File: src/rtl/bcd_conv_arbiter.sv
// Round-robin arbiter sharing one binary-to-BCD converter among NREQ requesters.
// Out-of-range operands bypass the converter; a stuck converter is bounded by TIMEOUT.
module bcd_conv_arbiter #(
    parameter int NREQ    = 3,
    parameter int TIMEOUT = 255
) (
    input  logic                 CLK,
    input  logic                 reset,
    input  logic [NREQ-1:0]      req,
    input  logic [16*NREQ-1:0]   op_in,
    output logic [NREQ-1:0]      ack,
    output logic [15:0]          bcd_out,
    output logic [1:0]           err,
    output logic                 busy,
    output logic [15:0]          core_op_a,
    output logic                 core_init,
    input  logic                 core_done,
    input  logic [15:0]          core_result
);

    localparam int          IW     = (NREQ > 1) ? $clog2(NREQ) : 1;
    localparam logic [7:0]  TO     = 8'(TIMEOUT);
    localparam logic [15:0] MAX_OP = 16'd9999;

    typedef enum logic [2:0] {IDLE, START, WAIT, RELEASE, RESP} state_t;

    state_t        state, state_n;
    logic [IW-1:0] grant_q, grant_n, last_grant, last_n, pick;
    logic          found;
    logic [15:0]   op_q, op_n, bcd_n;
    logic [1:0]    err_n;
    logic [7:0]    timer, timer_n, timer_inc;
    logic [15:0]   op_arr [NREQ];

    for (genvar g = 0; g < NREQ; g++) begin : g_lane
        assign op_arr[g] = op_in[16*g +: 16];
        assign ack[g]    = (state == RESP) && (grant_q == IW'(g));
    end

    assign busy      = (state != IDLE);
    assign core_init = (state == START) || (state == WAIT);
    assign core_op_a = op_q;

    // Search starts one past the previous winner so every requester gets a turn.
    always_comb begin
        found = 1'b0;
        pick  = last_grant;
        for (int k = 1; k <= NREQ; k++) begin
            if (!found && req[IW'((int'(last_grant) + k) % NREQ)]) begin
                found = 1'b1;
                pick  = IW'((int'(last_grant) + k) % NREQ);
            end
        end
    end

    always_comb begin
        state_n   = state;
        grant_n   = grant_q;
        last_n    = last_grant;
        op_n      = op_q;
        bcd_n     = bcd_out;
        err_n     = err;
        timer_n   = timer;
        timer_inc = timer + 8'd1;
        case (state)
            IDLE: begin
                if (found) begin
                    grant_n = pick;
                    op_n    = op_arr[pick];
                    bcd_n   = '0;
                    timer_n = '0;
                    if (op_arr[pick] > MAX_OP) begin
                        err_n   = 2'b01;
                        state_n = RESP;
                    end else begin
                        err_n   = 2'b00;
                        state_n = START;
                    end
                end
            end
            START: begin
                timer_n = '0;
                state_n = WAIT;
            end
            WAIT: begin
                timer_n = timer_inc;
                if (core_done) begin
                    bcd_n   = core_result;
                    err_n   = 2'b00;
                    timer_n = '0;
                    state_n = RELEASE;
                end else if (timer_inc == TO) begin
                    bcd_n   = '0;
                    err_n   = 2'b10;
                    timer_n = '0;
                    state_n = RELEASE;
                end
            end
            RELEASE: begin
                // Wait for the converter to drop done before the next request can start it.
                timer_n = timer_inc;
                if (!core_done) begin
                    state_n = RESP;
                end else if (timer_inc == TO) begin
                    err_n   = 2'b10;
                    state_n = RESP;
                end
            end
            RESP: begin
                last_n  = grant_q;
                state_n = IDLE;
            end
            default: state_n = IDLE;
        endcase
    end

    always_ff @(posedge CLK or negedge reset) begin
        if (!reset) begin
            state      <= IDLE;
            grant_q    <= '0;
            last_grant <= IW'(NREQ - 1);
            op_q       <= '0;
            bcd_out    <= '0;
            err        <= '0;
            timer      <= '0;
        end else begin
            state      <= state_n;
            grant_q    <= grant_n;
            last_grant <= last_n;
            op_q       <= op_n;
            bcd_out    <= bcd_n;
            err        <= err_n;
            timer      <= timer_n;
        end
    end

endmodule

File: config.mk
export PLATFORM = sky130hd
export DESIGN_NAME = bcd_conv_arbiter
export DESIGN_NICKNAME = d
export VERILOG_FILES = /design/src/rtl/bcd_conv_arbiter.sv
export SDC_FILE = /design/constraint.sdc
export NUM_CORES = 1
export LEC_CHECK = 0
export BUFFER_PORTS_ARGS = -buffer_cell sky130_fd_sc_hd__buf_2
export CORE_UTILIZATION = 54
export CTS_BUF_LIST = sky130_fd_sc_hd__clkbuf_16
export DETAILED_ROUTE_END_ITERATION = 7
export GPL_TIMING_DRIVEN = 0
export MAX_ROUTING_LAYER = met4
export PLACE_DENSITY = 0.86
export SLEW_MARGIN = 20
export SYNTH_ARGS = -nofsm -noshare
export SYNTH_HDL_FRONTEND = slang
export SYNTH_SLANG_ARGS = --single-unit
export TNS_END_PERCENT = 5
File: constraint.sdc
create_clock -name CLK -period 6.6 [get_ports CLK]
set_input_delay 0.33 -clock CLK [delete_from_list [all_inputs] [get_ports CLK]]
set_output_delay 0.33 -clock CLK [all_outputs]
set_load 0.1 [all_outputs]
Word level (Yosys, flattened, before mapping)
Cells that the tools add are included.
{"block": "op_classes", "n_reduce_logical": 19, "n_eq_ne": 11, "bitwise_logic": 1, "n_div": 3, "add_sub_neg": 4, "magnitude_cmp": 5, "mux": 39}
{"operator": "$mod 32x3->32 const B", "n": 3}
{"operator": "$mux 16", "n": 5}
{"operator": "$bmux 16 s2", "n": 1}
{"operator": "$pmux 16 s2", "n": 1}
{"operator": "$pmux 8 s4", "n": 1}
{"operator": "$mux 8", "n": 3}
{"operator": "$mux 3", "n": 6}
{"operator": "$gt 16x14->1 const B", "n": 1}
{"operator": "$mux 2", "n": 7}
{"operator": "$lt 2x4->1 const B", "n": 3}
{"operator": "$pmux 3 s4", "n": 1}
{"operator": "$mux 1", "n": 10}
{"operator": "$reduce_and 3->1", "n": 3}
{"operator": "$add 8x1->8 const B", "n": 1}
{"operator": "$eq 8x8->1 const B", "n": 1}
{"operator": "$add 2x2->3 const B", "n": 2}
{"operator": "$bmux 1 s2", "n": 3}
{"operator": "$eq 3x2->1 const B", "n": 2}
{"operator": "$pmux 2 s3", "n": 1}
{"operator": "$reduce_bool 3->1", "n": 2}
{"operator": "$logic_and 1x1->1", "n": 5}
{"operator": "$ne 2x2->1 const B", "n": 2}
{"operator": "$reduce_and 2->1", "n": 2}
{"operator": "$reduce_bool 4->1", "n": 1}
{"operator": "14 further kinds", "n": 15}
{"block": "totals", "elab_cells": 89, "inputBits": 70, "ff_bits": 49, "output_inout_bits": 39}

Logic depth before layout (Yosys ltp)
{"block": "depth", "word_depth": 20, "mapped_depth": 13}

Worst setup path before layout
No wires, ideal clock.
{"block": "synth_path", "path_kind": "register -> output", "from": "reg state[0]", "to": "out ack[2]", "arrival_ns": 3.057, "path_buffers": 1, "t_required_ns": 6.270, "setup_slack_ns": 3.213, "stages_incl_launch_ff": 5, "cell_sequence": "dfrtp_1 -> clkbuf_1 -> nor2_1 -> nand2_1 -> nor3b_1"}
{"block": "synth_between", "elab_chain_len": 2}
{"item": "from (decl)", "line_no": "27", "source": "state_t state, state_n;"}
{"item": "from (signal assigned)", "line_no": "127", "source": "state <= state_n;"}
{"item": "$eq 3x3->1", "line_no": "37", "source": "assign ack[g] = (state == RESP) && (grant_q == IW'(g));"}
{"item": "$logic_and 1x1->1", "line_no": "37"}
{"item": "to (decl)", "line_no": "11", "source": "output logic [NREQ-1:0] ack,"}
No other way between the ends.

Worst setup path after layout
{"block": "layout_path", "from": "reg last_grant[0]", "to": "reg state[0]"}
{"block": "layout_between", "elab_chain_len": 20, "elab_cells_between_ends": 35, "cone_classes": "3 x add/sub; 3 x div; 1 x order compare; 1 x eq/ne; 21 x mux; 1 x bitwise; 5 x reduce/logical"}
{"item": "from (decl)", "line_no": "28", "source": "logic [IW-1:0] grant_q, grant_n, last_grant, last_n, pick;"}
{"item": "from (signal assigned)", "line_no": "121", "source": "last_grant <= IW'(NREQ - 1);"}
{"item": "from (signal assigned)", "line_no": "129", "source": "last_grant <= last_n;"}
{"item": "$add 2x1->3", "line_no": "49, 51"}
{"item": "$mod 32x3->32", "line_no": "49, 51"}
{"item": "$bmux 1 s2", "line_no": "49", "source": "if (!found && req[IW'((int'(last_grant) + k) % NREQ)]) begin"}
{"item": "$mux 1 (not written as such) (2 in series)", "line_no": "49"}
{"item": "$mux 1", "line_no": "49"}
{"item": "$logic_not 1->1", "line_no": "49"}
{"item": "$logic_and 1x1->1", "line_no": "49"}
{"item": "$mux 1", "line_no": "49"}
{"item": "(+2 left out)"}
{"item": "$mux 2", "line_no": "49"}
{"item": "$not 2->3 (not written as such)", "line_no": "72", "source": "if (op_arr[pick] > MAX_OP) begin"}
{"item": "$bmux 16 s2", "line_no": "72"}
{"item": "$mux 16 (not written as such) (2 in series)", "line_no": "72"}
{"item": "$gt 16x14->1", "line_no": "72"}
{"item": "$mux 3", "line_no": "72"}
{"item": "$mux 3", "line_no": "67", "source": "if (found) begin"}
{"item": "$pmux 3 s4", "line_no": "65", "source": "case (state)"}
Parallel ways exist; a longest one is shown, timed or not. The select of a mux whose other input is x is not followed.
A chain may end at the register's enable or synchronous reset.

==> metrics.cfg <==
[job]
maxCapViolations=0

[clocking]
htreeDepth=2
cts-resized-gates=0
path_clk_slew_ns=0.07
ctsHoldBuffers=0
clk_latency_ns=0.29
clock_sinks=49
cts_buffers=5
cts_tree=yes
cts_root_buffer=clkbuf_16
clk_path_buf_depth=2
post_cts_buffers=0

[timing]
fin_crit_ns=3.239
timing.final.hold_violations=0
finalClockSkew_ns=0.003530
worstMarginPinSlew_ns=0.7532
slew_headroom_pct=49.40
fin_tns_setup_ns=0
finalSetupViolCount=0
rsz0062_at_grt=false
report.final.slew_viol_count=0
fmax_ghz=0.3088
final.period_utilization_pct=49.07

[critical_path]
worstPathRequired_ns=6.78
arrival_ns=3.42
path_cells=inv_1 -> ha_1 -> buf_2 -> mux2i_2 -> o31a_1 -> buf_2 -> clkbuf_1 -> nand3_1 -> mux2i_1 -> a2111oi_0 -> a211o_1 -> a21o_1
critPathKind=reg -> reg
worst-path-max-fanout=10
crit_path_end_kind=flip-flop
critPathTopFamily=buffers and inverters
crit_buf_inv=4
timing.critical_path.mode_cell=buf_2
critPathLaunchType=flip-flop
cpMaxStageDelayCell=dfrtp_1
critPathMaxStageDelay_ns=0.45

[logic_synthesis]
syn_inst=318
ys_async_sr_fraction_pct=100.0
synth_adder_area_share_pct=2.560
synth_seq_cells=49
synth_top_flop_cell=dfrtp_1
synth_fp_nets=394
synth.area.mux_share_pct=8.319
ys_warn_count=0
synth_xor_xnor_area_share_pct=1.493
syn_area_um2=2933
ys_types=58
synth_edf_count=0
synthSimpleGateAreaFrac_pct=18.43
synth_top_family_by_area=compound AO/OA/AOI/OAI gates
syn_area_per_cell_um2=9.223
yosysSeqAreaShare_pct=41.85
synth-compound-area-share_pct=23.51

[global_routing]
grt_use_total_pct=26.52
grt_max_degree=50
grt_pass1_wl_um=11130
overflow=0
grt_pass1_vias=2507
antenna_found_initial=0

[placed_design]
io_buffers=108
gp_congestion=0.8895
place_hpwl_um=5651
placed_cell_area_um2=3561

[finish]
fillerInstances=392
syn_to_final_growth_pct=26.49
final_util_pct=71.72
layout-drive-gt1-share_pct=32.95
antenna_cells=0
nNetsFinal=509
final_area_um2=3710

[die]
start_util_pct=56.70
die_area_um2=5730
ios=109
rows=26
die_w_um=75.70
core_um2=5172
die_height_um=75.70

[route]
drt_pass1_iterations=4
post_drt_wl_per_cell_um=14.79
wl_met1_um=3128
drt_iter0_markers=176
drt-total-wl_um=7455
route.met2.wl_um=3763
ant_nets=0
viasPerCell=5.710
top_layer=met4
drc=0
wl_met3_um=496
vias=2878

[hold_path]
hold_class=in -> async

[outcome]
status=complete, no violations

[logic make-up after synthesis]
| logic type | count (synthesis) |
|---|---|
| compound gates | 96 |
| xor+xnor | 5 |
| fa+ha+maj | 6 |
| buf+inv | 25 |
| flops | 49 |
| mux | 22 |
| simple gates | 115 |
[Yosys cell counts, drive strengths merged (3+ instances only)]
library cell  number  area (um^2)
or2                3        18.77
a21oi             28        140.1
nor2              38        150.1
xor2               3        26.28
ha                 6        75.07
dfrtp             48         1201
a22oi              4        35.03
nor3b              3        22.52
inv                7        26.28
nor3               9        45.04
o21a               4        30.03
mux2i             15        161.4
buf                6        41.28
a211o              3        35.04
a22o              16        140.1
nand2             25        93.84
nand2b             6        37.54
clkbuf            12        45.04
mux2               7        82.57
o31ai              3        22.52
nor2b              3        18.77
and3               4        25.02
nand3             18        90.09
o21ai             17        85.08
[placed cells by master (no fill, tap or decap), types with 3 or more instances in the layout]
cell,instances
buf_2,110
dfrtp_1,48
nor2_1,37
a21oi_1,28
nand2_1,25
nand3_1,18
o21ai_0,16
a22o_1,16
clkbuf_1,12
mux2i_1,12
nor3_1,9
inv_1,7
nand2b_1,6
mux2_2,6
ha_1,6
clkbuf_16,5
o21a_1,4
and3_1,4
nor3b_1,3
buf_4,3
mux2i_2,3
nor2b_1,3
o31ai_1,3
a22oi_1,3
xor2_1,3
[stage by stage]
step | hold WS, ns | worst slack [ns] | instances
after floorplan | 0.03441 | 3.213 | 318
after detailed placement | 0.4779 | 3.406 | 496
after global routing | 0.1062 | 3.142 | 504
final | 0.04733 | 3.361 | 504
after global placement | 0.4704 | 3.519 | 496
after CTS | 0.2579 | 3.389 | 504
[sequential cells by signal (all words and copies together) (netlist names)]
name	count
bcd_out	16
core_op_a	16
err	2
grant_q	2
last_grant	2
state	3
timer	8
[worst paths after layout]
check | start | cells past startpoint | slack [ns] | end
max in group asynchronous | reset | 1 | 6.14 | state[0]$_DFFE_PN0P_
min in group CLK | core_result[1] | 2 | 0.26 | bcd_out[1]$_DFFE_PN0P_
max reg2reg | last_grant[0]$_DFFE_PN0P_ | 12 | 3.36 | state[0]$_DFFE_PN0P_
max | last_grant[0]$_DFFE_PN0P_ | 12 | 3.36 | state[0]$_DFFE_PN0P_
min reg2reg | bcd_out[11]$_DFFE_PN0P_ | 1 | 0.50 | bcd_out[11]$_DFFE_PN0P_
min | reset | 1 | 0.05 | bcd_out[4]$_DFFE_PN0P_
[worst reg2reg max path: cells and delay by family, from the launching register on]
| family | cells | cell delay, ns |
|---|---|---|
| multiplexers | 2 | 0.56 |
| AO/OA/AOI/OAI | 4 | 0.83 |
| buffers and inverters | 4 | 0.85 |
| adder cells (fa/ha/maj) | 1 | 0.33 |
| flip-flops | 1 | 0.45 |
| AND/OR/NAND/NOR | 1 | 0.13 |
[layer usage]
metal,vias to the layer above,global-route usage (%)
li1,1386,-
met1,1368,31.65
met2,117,45.73
met3,7,4.894
met4,0,8.025
met5,-,-
[cell type report]
cell class / count / area, um^2 / area share (%)
Tap cell: 70 / 87.58 / 2.361
Inverter: 7 / 26.28 / 0.7083
Sequential cell: 49 / 1227 / 33.09
Clock buffer: 5 / 125.1 / 3.373
Timing Repair Buffer: 108 / 543.0 / 14.64
Clock inverter: 3 / 21.27 / 0.5734
Buffer: 18 / 86.33 / 2.327
Multi-Input combinational cell: 244 / 1593 / 42.93
Power is left out: the tool's default activity adds up to more than one toggle a clock period on the data nets, which glitch-free logic cannot reach.
